$ cat config.mk
export PLATFORM = sky130hd
export DESIGN_NAME = interlink_pipe
export DESIGN_NICKNAME = d
export VERILOG_FILES = /design/src/rtl/interlink_pkg.sv /design/src/rtl/interlink_stage.sv /design/src/rtl/interlink_pipe.sv
export SDC_FILE = /design/constraint.sdc
export NUM_CORES = 1
export LEC_CHECK = 0
export ABC_AREA = 1
export BUFFER_PORTS_ARGS = -buffer_cell sky130_fd_sc_hd__buf_2
export CORE_ASPECT_RATIO = 0.7
export CORE_MARGIN = 2
export CORE_UTILIZATION = 48
export DETAILED_ROUTE_END_ITERATION = 12
export PLACE_DENSITY = 0.73
export SYNTH_ARGS = -nofsm -noshare
export SYNTH_HDL_FRONTEND = slang
export SYNTH_SLANG_ARGS = --single-unit
export TNS_END_PERCENT = 50
$ cat constraint.sdc
create_clock -name clk -period 1.6 [get_ports clk]
set_clock_uncertainty 0.05 [all_clocks]
set_input_delay 0.08 -clock clk [delete_from_list [all_inputs] [get_ports clk]]
set_output_delay 0.08 -clock clk [all_outputs]
set_load 0.03 [all_outputs]
$ cat src/rtl/interlink_pkg.sv
// Shared types for the interlink prefix-reduction pipe.
package interlink_pkg;

  localparam int unsigned IL_MODE_W = 2;

  // Per-beat reduction operator applied across lanes
  typedef enum logic [IL_MODE_W-1:0] {
    IL_AND  = 2'b00,
    IL_OR   = 2'b01,
    IL_XOR  = 2'b10,
    IL_PASS = 2'b11
  } il_mode_e;

endpackage

$ cat src/rtl/interlink_stage.sv
// One pipe stage: valid/data/mode register plus the lane-prefix reduction
// of its incoming data. BYPASS=1 registers the input unchanged (stage 0).
// Optional macro INTERLINK_PARITY_EN adds a registered parity of the stored data.
module interlink_stage
  import interlink_pkg::*;
#(
  parameter int unsigned LANES  = 3,
  parameter bit          BYPASS = 1'b0
) (
  input  logic             clk,
  input  logic             rst_n,
  input  logic             i_load,
  input  logic             i_valid,
  input  logic [LANES-1:0] i_data,
  input  il_mode_e         i_mode,
  output logic             o_valid,
  output logic [LANES-1:0] o_data,
`ifdef INTERLINK_PARITY_EN
  output logic             o_par,
`endif
  output il_mode_e         o_mode
);

  logic [LANES-1:0] w_next;
  logic             w_acc;
  logic             r_valid;
  logic [LANES-1:0] r_data;
  il_mode_e         r_mode;

  if (BYPASS) begin : g_bypass
    // Stage 0 stores the producer vector unmodified
    always_comb begin
      w_acc  = 1'b0;
      w_next = i_data;
    end
  end else begin : g_prefix
    // Running lane-prefix: p[0]=q[0], p[i]=p[i-1] op q[i]; PASS keeps q
    always_comb begin
      w_next = i_data;
      w_acc  = i_data[0];
      for (int i = 1; i < int'(LANES); i++) begin
        case (i_mode)
          IL_AND:  w_acc = w_acc & i_data[i];
          IL_OR:   w_acc = w_acc | i_data[i];
          IL_XOR:  w_acc = w_acc ^ i_data[i];
          default: w_acc = i_data[i];
        endcase
        w_next[i] = w_acc;
      end
    end
  end

  // Valid follows the upstream slot on every load; payload only moves with a real beat
  always_ff @(posedge clk or negedge rst_n) begin
    if (!rst_n) begin
      r_valid <= 1'b0;
      r_data  <= '0;
      r_mode  <= IL_AND;
    end else if (i_load) begin
      r_valid <= i_valid;
      if (i_valid) begin
        r_data <= w_next;
        r_mode <= i_mode;
      end
    end
  end

`ifdef INTERLINK_PARITY_EN
  logic r_par;

  // Parity captured on the same edge as the payload it describes
  always_ff @(posedge clk or negedge rst_n) begin
    if (!rst_n) begin
      r_par <= 1'b0;
    end else if (i_load && i_valid) begin
      r_par <= ^w_next;
    end
  end

  assign o_par = r_par;
`endif

  assign o_valid = r_valid;
  assign o_data  = r_data;
  assign o_mode  = r_mode;

endmodule

$ cat src/rtl/interlink_pipe.sv
// Configurable-latency prefix-reduction pipe with valid/ready handshake and
// per-stage bubble collapsing. Optional macro INTERLINK_PARITY_EN adds out_par.
module interlink_pipe
  import interlink_pkg::*;
#(
  parameter int unsigned LANES  = 3,
  parameter int unsigned STAGES = 3
) (
  input  logic                 clk,
  input  logic                 rst_n,
  input  logic                 in_valid,
  output logic                 in_ready,
  input  logic [LANES-1:0]     in_data,
  input  logic [IL_MODE_W-1:0] in_mode,
  output logic                 out_valid,
  input  logic                 out_ready,
  output logic [LANES-1:0]     out_data,
  output logic [IL_MODE_W-1:0] out_mode,
`ifdef INTERLINK_PARITY_EN
  output logic                 out_par,
`endif
  output logic                 busy
);

  logic [STAGES:0]   w_ready;
  logic [STAGES-1:0] w_v;
  logic [LANES-1:0]  w_d [STAGES];
  il_mode_e          w_m [STAGES];
`ifdef INTERLINK_PARITY_EN
  logic              w_par [STAGES];
`endif

  assign w_ready[STAGES] = out_ready;

  for (genvar k = 0; k < int'(STAGES); k++) begin : g_stage
    // A stage may load when it is empty or the stage after it is moving
    assign w_ready[k] = ~w_v[k] | w_ready[k+1];

    if (k == 0) begin : g_first
      interlink_stage #(
        .LANES  (LANES),
        .BYPASS (1'b1)
      ) u_stage (
        .clk     (clk),
        .rst_n   (rst_n),
        .i_load  (w_ready[k]),
        .i_valid (in_valid),
        .i_data  (in_data),
        .i_mode  (il_mode_e'(in_mode)),
        .o_valid (w_v[k]),
        .o_data  (w_d[k]),
`ifdef INTERLINK_PARITY_EN
        .o_par   (w_par[k]),
`endif
        .o_mode  (w_m[k])
      );
    end else begin : g_next
      interlink_stage #(
        .LANES  (LANES),
        .BYPASS (1'b0)
      ) u_stage (
        .clk     (clk),
        .rst_n   (rst_n),
        .i_load  (w_ready[k]),
        .i_valid (w_v[k-1]),
        .i_data  (w_d[k-1]),
        .i_mode  (w_m[k-1]),
        .o_valid (w_v[k]),
        .o_data  (w_d[k]),
`ifdef INTERLINK_PARITY_EN
        .o_par   (w_par[k]),
`endif
        .o_mode  (w_m[k])
      );
    end
  end

  assign in_ready  = w_ready[0];
  assign out_valid = w_v[STAGES-1];
  assign out_data  = w_d[STAGES-1];
  assign out_mode  = IL_MODE_W'(w_m[STAGES-1]);
  assign busy      = |w_v;
`ifdef INTERLINK_PARITY_EN
  assign out_par   = w_par[STAGES-1];
`endif

endmodule

==> results of run 1 <==
## where the power goes
group	switching (mW)	internal (mW)	total (mW)
Combinational	0.530	0.427	0.957
Clock	0.147	0.139	0.286
Sequential	0.118	0.588	0.706
## Yosys cell counts
cell and number:
nand2_1 33, dfrtp_1 18, inv_1 15, nor2_1 12, a21oi_1 8, o21ai_0 8, ha_1 6, nand3_1 5
inv_2 2, a31oi_1 1, buf_2 1, mux2_2 1, nand2_2 1, nand3_2 1, nand4_1 1, nor2_2 1
nor3b_1 1
## stage by stage
step	utilization (%)	hold slack, ps	setup TNS [ps]	area [sq um]	total power, mW
after floorplan	-	-265.6	-275.8	935.9	1.225
after global placement	60.18	-18.15	-408.0	1106	1.472
after detailed placement	60.18	-10.89	-543.0	1106	1.510
after CTS	69.30	146.0	-679.2	1274	1.873
after global routing	72.09	219.6	-832.4	1325	2.090
final	72.09	168.6	-534.7	1325	1.950
## tightest hold or removal path, stage by stage
cell and delay [ps]:
buf_2 70, nand2_1 210, nand2_1 120
## layout by cell type (no fill, tap or decap), types with 4 or more instances in the layout
master | Yosys | layout
a21oi_1 | 8 | 8
buf_2 | 1 | 16
buf_4 | 0 | 14
dfrtp_1 | 18 | 17
dlygate4sd3_1 | 0 | 7
ha_4 | 0 | 4
inv_1 | 15 | 9
inv_2 | 2 | 8
nand2_1 | 33 | 29
nand2_2 | 1 | 5
nand3_1 | 5 | 5
nor2_1 | 12 | 11
o21ai_0 | 8 | 7
## cell families (layout without fill, tap and decap cells)
kind of cell             after synthesis  count (layout)  synth area share [%]
AND/OR/NAND/NOR                       55              55                 24.97
buffers and inverters                 18              59                 7.462
flip-flops                            18              18                 48.85
AO/OA/AOI/OAI                         17              17                 9.363
multiplexers                           1               1                 1.221
adder cells (fa/ha/maj)                6               6                 8.141
## sequential cells by signal, summed over array words and instances, names as in the netlist
| name | cells |
|---|---|
| g_stage.g_first.u_stage.o_valid | 1 |
| g_stage.g_next.u_stage.o_mode | 4 |
| g_stage.g_next.u_stage.o_data | 6 |
| g_stage.g_first.u_stage.o_mode | 2 |
| g_stage.g_next.u_stage.o_valid | 2 |
| g_stage.g_first.u_stage.o_data | 3 |
## layer usage
layer / track usage, % / part of all wire [%]
met1: 21.46 / 47
met2: 37.35 / 46
met3: 6.309 / 5.3
met4: 7.738 / 2.0
met5: 0 / 0
## final timing paths
check                                                      from                                   to  slack [ps]  cells after the start
setup / recovery           g_stage[0].g_first.u_stage.o_data[1]  g_stage[1].g_next.u_stage.o_data[2]        -250                     13
min in group asynchronous                                 rst_n    g_stage[2].g_next.u_stage.o_valid         180                      2
max in group asynchronous                                 rst_n    g_stage[2].g_next.u_stage.o_valid        1010                      2
hold / removal                                         in_valid   g_stage[0].g_first.u_stage.o_valid         170                      3
hold reg to reg             g_stage[2].g_next.u_stage.o_mode[0]  g_stage[2].g_next.u_stage.o_mode[0]         430                      2
setup reg to reg           g_stage[0].g_first.u_stage.o_data[1]  g_stage[1].g_next.u_stage.o_data[2]        -250                     13
## repair_timing
| action | in CTS | in global routing |
|---|---|---|
| buffers inserted | 6 | 1 |
| hold buffers | 7 | 0 |
| pin swaps | 6 | 11 |
| resized for setup | 2 | 14 |
| hold endpoints to repair | 24 | 0 |
| setup endpoints to repair | 3 | 4 |
## cell type report
type / count / share of cell area, %
clock buffer: 4 / 2.738
inverter: 17 / 4.816
multi-input combinational: 79 / 36.17
sequential: 18 / 34.09
tap: 22 / 2.077
timing repair buffer: 38 / 20.11
==> metrics, run 1 <==
number of fill cells=145; Final Hold Vio Count=0; final worst slack=-249.0 ps; failing checks=setup timing; die width=56.39 microns; I/O Pins=17; Die Area=2293 sq um; final count of negative-setup-slack endpoints=3; Mapped Area=922.1 sq um; Syn Nets=130; Synth Register Bits=18; Tot GR Track Use=19.56%; post-synth top area cell=dfrtp_1; PwrDens=1472 nW/um^2; dpl hpwl=1.327 mm; type of the worst min-delay path=input port to register; RSZ-0062 raised after global routing=yes; CTS Root Cell=clkbuf_4; Inserted Diodes=0; top-area cell type share of the netlist area=48.85%; # rows=13; Multi-input gate area=479.2 sq um; starting density of the core=50.17%; final slew viol count=0; First DRT Iteration DRCs=28; synthesized area per cell=8.019 sq um; status=finished with violations; ANT nets after route=0; CP Buf/Inv Count=2; number of global-route vias before repair=773; Cell variety after synth=17; cell count after synthesis=115; Area growth, synth to finish=43.69%; CTS Sinks=18; largest net degree at the start of global routing=19; Arrival @ worst endpoint=2000 ps; vias per cell=5.017; critical path's top delay family=simple AND/OR/NAND/NOR gates; crit path time final=1849 ps; LEAKAGE=0.6917 nW; vias post-DR=893; initial antenna violation count=0; core area=1838 sq um; Final Cycle Share=115.6%; GR Overflow Total=0; # Max-Cap Violations=0; gpl congestion=0.8411; layout cell share with drive strength beyond 1=37.82%; Placement Setup Slack=-318.0 ps; Routed WL=2.010 mm; clock-pin slew on the worst setup and hold paths=100 ps; routed wire length per instance=11.29 microns; global-route wire length before repair=3.243 mm; most prevalent standard cell on the critical path=nand2_1; Seq/Total Area, Yosys=48.85%; CTS tree=yes; Final #Nets=172; CTS H-Tree Depth=1; yosys warns=0; crit path cell chain=inv_2 > ha_4 > o21ai_2 > nand3_1 > nand2_2 > inv_2 > ha_4 > nor2_2 > nor2_1 > a21oi_1 > nand2_1 > nand2_1 > nand2_1; clock buffer depth=2; Slew Limit Headroom=72.27%; Fmax achieved=540.8 MHz; Worst-Skew Late Latency=300 ps; kind of critical path=register to register; VDD IR-drop max=0.8692 mV; Sequential Area=451.7 sq um; Req. time, crit path=1750 ps; Die Span Y=40.67 microns; First-pass DRT Iterations=4; Port-buffer cells=16; CTS buffer count=3; Cells after DPL=161; Synth area leaders=dfrtp_1 49%, nand2_1 13%, ha_1 8.1%, inv_1 6.1%, nor2_1 4.9%; Post-Layout Cell Count=178; Remaining DRCs=0; Critical-path top delay cell=dfrtp_1; slew at the pin with the worst max-slew slack=416.0 ps; CP max stage delay=400 ps; Worst Setup End Kind=register; worst-path maximum fanout=2; crit path launch type=register
(Power assumes the default switching activity.)
==> run 2: changes to the inputs <==
--- a/config.mk
+++ b/config.mk
@@ -12,6 +12,7 @@
 export CORE_UTILIZATION = 48
 export DETAILED_ROUTE_END_ITERATION = 12
 export PLACE_DENSITY = 0.73
+export SKIP_CTS_REPAIR_TIMING = 1
 export SYNTH_ARGS = -nofsm -noshare
 export SYNTH_HDL_FRONTEND = slang
 export SYNTH_SLANG_ARGS = --single-unit
==> metrics, run 2 (same netlist as run 1, synthesis figures left out) <==
status=finished with violations; failing checks=hold timing, setup timing; CTS Sinks=18 (unchanged); Inserted Diodes=0 (unchanged); First DRT Iteration DRCs=27 (-3.6%); largest net degree at the start of global routing=19 (unchanged); Reg2Reg Launch Point=g_stage[0].g_first.u_stage.o_data[0]; Remaining DRCs=0 (unchanged); core area=1838 sq um (unchanged); slew at the pin with the worst max-slew slack=400.5 ps (-15.46 ps); Cells after DPL=161 (unchanged); VDD IR-drop max=0.8353 mV (-3.9%); Arrival @ worst endpoint=1960 ps (-40 ps); die width=56.39 microns (unchanged); clock-pin slew on the worst setup and hold paths=100 ps (about the same); ANT nets after route=0 (unchanged); gpl congestion=0.8411 (unchanged); crit path cell chain=inv_2 > ha_4 > o21ai_2 > nand3_1 > nand2_2 > inv_2 > ha_4 > nor2_4 > nor2_2 > a21oi_2 > nand2_1 > nand2_1 > nand2_1; Tot GR Track Use=17.82% (-1.7 points); dpl hpwl=1.327 mm (unchanged); Port-buffer cells=16 (unchanged); Die Area=2293 sq um (unchanged); kind of critical path=register to register; clock buffer depth=2 (unchanged); Largest register FFs=6 (unchanged); final hold slack=-25.16 ps (-193.8 ps); final count of negative-setup-slack endpoints=2 (-1); Area growth, synth to finish=35.28%; min-delay src=in_data[1]; Slew Limit Headroom=73.30% (+1.0 points); final core utilization=67.87% (-4.2 points); Final Cycle Share=113.3% (-2.3 points); initial antenna violation count=0 (unchanged); Final #Nets=164 (-4.7%); crit path time final=1812 ps (-36.66 ps); Post-Layout Cell Count=170 (-4.5%); # rows=13 (unchanged); Routed WL=1.813 mm (-9.8%); Req. time, crit path=1750 ps (about the same); starting density of the core=50.17% (unchanged); most prevalent standard cell on the critical path=nand2_1; Die Span Y=40.67 microns (unchanged); # Max-Cap Violations=0 (unchanged); PwrDens=1508 nW/um^2 (+2.5%); Critical-path top delay cell=dfrtp_1; commonest non-fill, non-tap cell in the layout=nand2_1; Fmax achieved=551.8 MHz (+2.0%); CP Buf/Inv Count=2 (unchanged); RSZ-0062 raised after global routing=yes; number of global-route vias before repair=701 (-9.3%); layout cell share with drive strength beyond 1=35.81% (-2.0 points); CTS H-Tree Depth=1 (unchanged); GR Overflow Total=0 (unchanged); CP Depth=13 (unchanged); First-pass DRT Iterations=4 (unchanged); Final Power=1.882 mW (-3.5%); critical path's top delay family=simple AND/OR/NAND/NOR gates; final slew viol count=0 (unchanged); Worst Hold End=g_stage[0].g_first.u_stage.o_data[1]; hold-critical path depth=3 (unchanged); vias post-DR=842 (-5.7%); LEAKAGE=0.6519 nW (-5.8%); crit path launch type=register; CTS Root Cell=clkbuf_4; RR Endpoint=g_stage[1].g_next.u_stage.o_data[2]; Worst Setup End Kind=register; Critical path origin=g_stage[0].g_first.u_stage.o_data[0]; Reg2Reg Setup Slack=-210 ps (+40 ps); routed wire length per instance=10.66 microns (-5.6%); CP max stage delay=410 ps (about the same); vias per cell=4.953 (-1.3%); global-route wire length before repair=2.953 mm (-8.9%); CTS tree=yes; I/O Pins=17 (unchanged); final worst slack=-212.3 ps (+36.66 ps); Worst-Skew Late Latency=290 ps (about the same); Final Hold Vio Count=3 (+3); most frequent cells in the layout=31 x nand2_1, 17 x dfrtp_1, 16 x buf_2; CTS buffer count=3 (unchanged); type of the worst min-delay path=input port to register; worst-path maximum fanout=3 (+1); R2R depth=13 (unchanged)
==> run 2: changes by cell type in the layout (fill, tap and decap cells not counted), moves of 2 or more <==
| cell | delta |
|---|---|
| buf_4 | -3 |
| dlygate4sd3_1 | -4 |
| nand2_1 | +2 |
| nand2_2 | -2 |
==> run 2: layout make-up <==
type,count,area (sq um)
inverter,17,63.81
timing repair buffer,30,192.7
multi-input combinational,79,475.5
tap,22,27.53
fill,161,590.6
sequential,18,451.7
clock buffer,4,36.28
==> run 2: how the worst max path moves through the flow <==
stage                                          endpoint
floorplan           g_stage[2].g_next.u_stage.o_data[2]
global placement    g_stage[1].g_next.u_stage.o_data[2]
finish              g_stage[1].g_next.u_stage.o_data[2]
detailed placement  g_stage[1].g_next.u_stage.o_data[2]
global route        g_stage[1].g_next.u_stage.o_data[2]
CTS                 g_stage[1].g_next.u_stage.o_data[2]
==> run 2: power breakdown <==
group	internal, mW	switching (mW)
Clock	0.139	0.143
Sequential	0.588	0.117
Combinational	0.385	0.510
==> run 2: metrics by stage <==
stage	TNS [ps]	setup slack [ps]	area (sq um)	hold WS (ps)
4_1_cts	-599.0	-352.4	1142	-344.6
3_3_place_gp	-408.0	-232.8	1106	-18.15
5_1_grt	-603.6	-307.7	1247	10.32
6_report	-394.4	-212.3	1247	-25.16
2_1_floorplan	-275.8	-139.4	935.9	-265.6
3_5_place_dp	-543.0	-318.0	1106	-10.89
==> run 2: worst reg2reg max path: cells and delay by family (launching register included) <==
kind,cells,cell delay [ps]
and+or+nand+nor,7,510
adders and majority gates,2,410
DFF,1,410
AOI/OAI and AO/OA,2,200
buffers and inverters,2,140
==> run 2: metal layers <==
metal	part of all wire [%]	global-route usage [%]	vias to the layer above
met5	0	0	-
met4	1.1	7.143	0
met3	4.6	5.678	4
met2	46	32.35	20
met1	48	20.67	387
li1	-	-	431
==> run 3: changes to the inputs <==
--- a/config.mk
+++ b/config.mk
@@ -12,6 +12,7 @@
 export CORE_UTILIZATION = 48
 export DETAILED_ROUTE_END_ITERATION = 12
 export PLACE_DENSITY = 0.73
+export RECOVER_POWER = 25
 export SKIP_CTS_REPAIR_TIMING = 1
 export SYNTH_ARGS = -nofsm -noshare
 export SYNTH_HDL_FRONTEND = slang
==> metrics, run 3 (same netlist as run 1, synthesis figures left out) <==
# Max-Cap Violations=0 (unchanged); Largest register FFs=6 (unchanged); CP Depth=13 (unchanged); crit path cell chain=inv_2 > ha_4 > o21ai_2 > nand3_1 > nand2_2 > inv_2 > ha_4 > nor2_4 > nor2_2 > a21oi_2 > nand2_1 > nand2_1 > nand2_1; starting density of the core=50.17% (unchanged); I/O Pins=17 (unchanged); largest net degree at the start of global routing=19 (unchanged); Final #Nets=164 (unchanged); VDD IR-drop max=0.8352 mV (about the same); critical path's top delay family=simple AND/OR/NAND/NOR gates; Worst Setup EP=g_stage[1].g_next.u_stage.o_data[2]; clock buffer depth=2 (unchanged); global-route wire length before repair=2.953 mm (unchanged); post-route cell area=1246 sq um (-0.10%); final count of negative-setup-slack endpoints=2 (unchanged); most frequent cells in the layout=31 x nand2_1, 17 x dfrtp_1, 15 x buf_2; Final Cycle Share=113.3% (unchanged); commonest non-fill, non-tap cell in the layout=nand2_1; Remaining DRCs=0 (unchanged); die width=56.39 microns (unchanged); vias post-DR=842 (unchanged); status=finished with violations; Die Span Y=40.67 microns (unchanged); kind of critical path=register to register; Port-buffer cells=16 (unchanged); First-pass DRT Iterations=4 (unchanged); RR Endpoint=g_stage[1].g_next.u_stage.o_data[2]; Tot GR Track Use=17.82% (unchanged); DP Area=1106 sq um (unchanged); number of global-route vias before repair=701 (unchanged); Critical-path top delay cell=dfrtp_1; Final Power=1.881 mW (about the same); crit path launch type=register; RSZ-0062 raised after global routing=yes; gpl congestion=0.8411 (unchanged); Reg2Reg Launch Point=g_stage[0].g_first.u_stage.o_data[0]; # rows=13 (unchanged); PwrDens=1510 nW/um^2 (about the same); LEAKAGE=0.6492 nW (-0.42%); final core utilization=67.80% (-0.068 points); Worst-Skew Late Latency=290 ps (about the same); Worst Setup End Kind=register; R2R depth=13 (unchanged); final slew viol count=0 (unchanged); slew at the pin with the worst max-slew slack=958.6 ps (+558.0 ps); Inserted Diodes=0 (unchanged); Critical path origin=g_stage[0].g_first.u_stage.o_data[0]; Die Area=2293 sq um (unchanged); crit path time final=1812 ps (unchanged); layout cell share with drive strength beyond 1=35.14% (-0.68 points); Slew Limit Headroom=36.10% (-37 points); type of the worst min-delay path=input port to register; Reg2Reg Setup Slack=-210 ps (about the same); CTS Sinks=18 (unchanged); GR Overflow Total=0 (unchanged); most prevalent standard cell on the critical path=nand2_1; Routed WL=1.811 mm (-0.11%); failing checks=hold timing, setup timing; CTS buffer count=3 (unchanged); core area=1838 sq um (unchanged); CTS tree=yes; First DRT Iteration DRCs=30 (+11%); final hold slack=-25.16 ps (unchanged); CTS Root Cell=clkbuf_4; CP max stage delay=410 ps (about the same); CTS H-Tree Depth=1 (unchanged); initial antenna violation count=0 (unchanged); Arrival @ worst endpoint=1960 ps (about the same); dpl hpwl=1.327 mm (unchanged); Req. time, crit path=1750 ps (about the same); Area growth, synth to finish=35.14%; ANT nets after route=0 (unchanged); CP Buf/Inv Count=2 (unchanged); clock-pin slew on the worst setup and hold paths=100 ps (about the same); final worst slack=-212.3 ps (unchanged); worst-path maximum fanout=3 (unchanged); Fmax achieved=551.8 MHz (unchanged); routed wire length per instance=10.65 microns (-0.11%); Final Hold Vio Count=3 (unchanged); vias per cell=4.953 (unchanged)
==> run 3: cell count changes in the layout (fill, tap and decap cells not counted), sizes merged <==
cell	before	now
buf	27	26
clkbuf	4	5
==> run 3: per-stage QoR <==
stage	setup TNS (ps)	hold WS, ps	worst slack, ps	std cells
final	-394.4	-25.16	-212.3	170
after detailed placement	-543.0	-10.89	-318.0	161
after floorplan	-275.8	-265.6	-139.4	115
after CTS	-599.0	-344.6	-352.4	165
after global placement	-408.0	-18.15	-232.8	161
after global routing	-603.6	10.32	-307.7	170
==> run 3: final cells by class <==
class                   count  area (sq um)
clock buffers               4         36.28
fillers                   162         591.8
inverters                  17         63.81
multi-input cells          79         475.5
flip-flops and latches     18         451.7
well taps                  22         27.53
repair buffers             30         191.4
==> run 3: per-layer routing <==
metal  global-route usage [%]  vias to the layer above  wire, microns
met5                        0                        -              0
met4                    7.143                        0             20
met3                    5.678                        4             84
met2                    32.35                       20            829
met1                    20.67                      387            877
li1                         -                      431              -
==> run 3: power breakdown <==
group	switching (mW)	leakage, nW	internal (mW)
sequential	0.117	0.211	0.588
combinational	0.510	0.418	0.384
clock	0.143	0.0210	0.139
total	0.770	0.649	1.11
==> run 3: worst register-to-register path, stage by stage, from the launching register on <==
cell and delay, ps:
dfrtp_1 410, inv_2 90, ha_4 200, o21ai_2 120, nand3_1 100, nand2_2 100, inv_2 50, ha_4 210
nor2_4 100, nor2_2 40, a21oi_2 80, nand2_1 60, nand2_1 60, nand2_1 50
==> run 3: worst min path at each step <==
stage	slack [ps]	to	cells past startpoint	start
final	-30	g_stage[0].g_first.u_stage.o_data[1]	3	in_data[1]
after CTS	-340	g_stage[1].g_next.u_stage.o_valid	1	rst_n
after global routing	10	g_stage[0].g_first.u_stage.o_data[1]	3	in_data[1]
after global placement	-20	g_stage[2].g_next.u_stage.o_data[0]	1	rst_n
after floorplan	-270	g_stage[0].g_first.u_stage.o_data[0]	0	rst_n
after detailed placement	-10	g_stage[2].g_next.u_stage.o_data[0]	1	rst_n
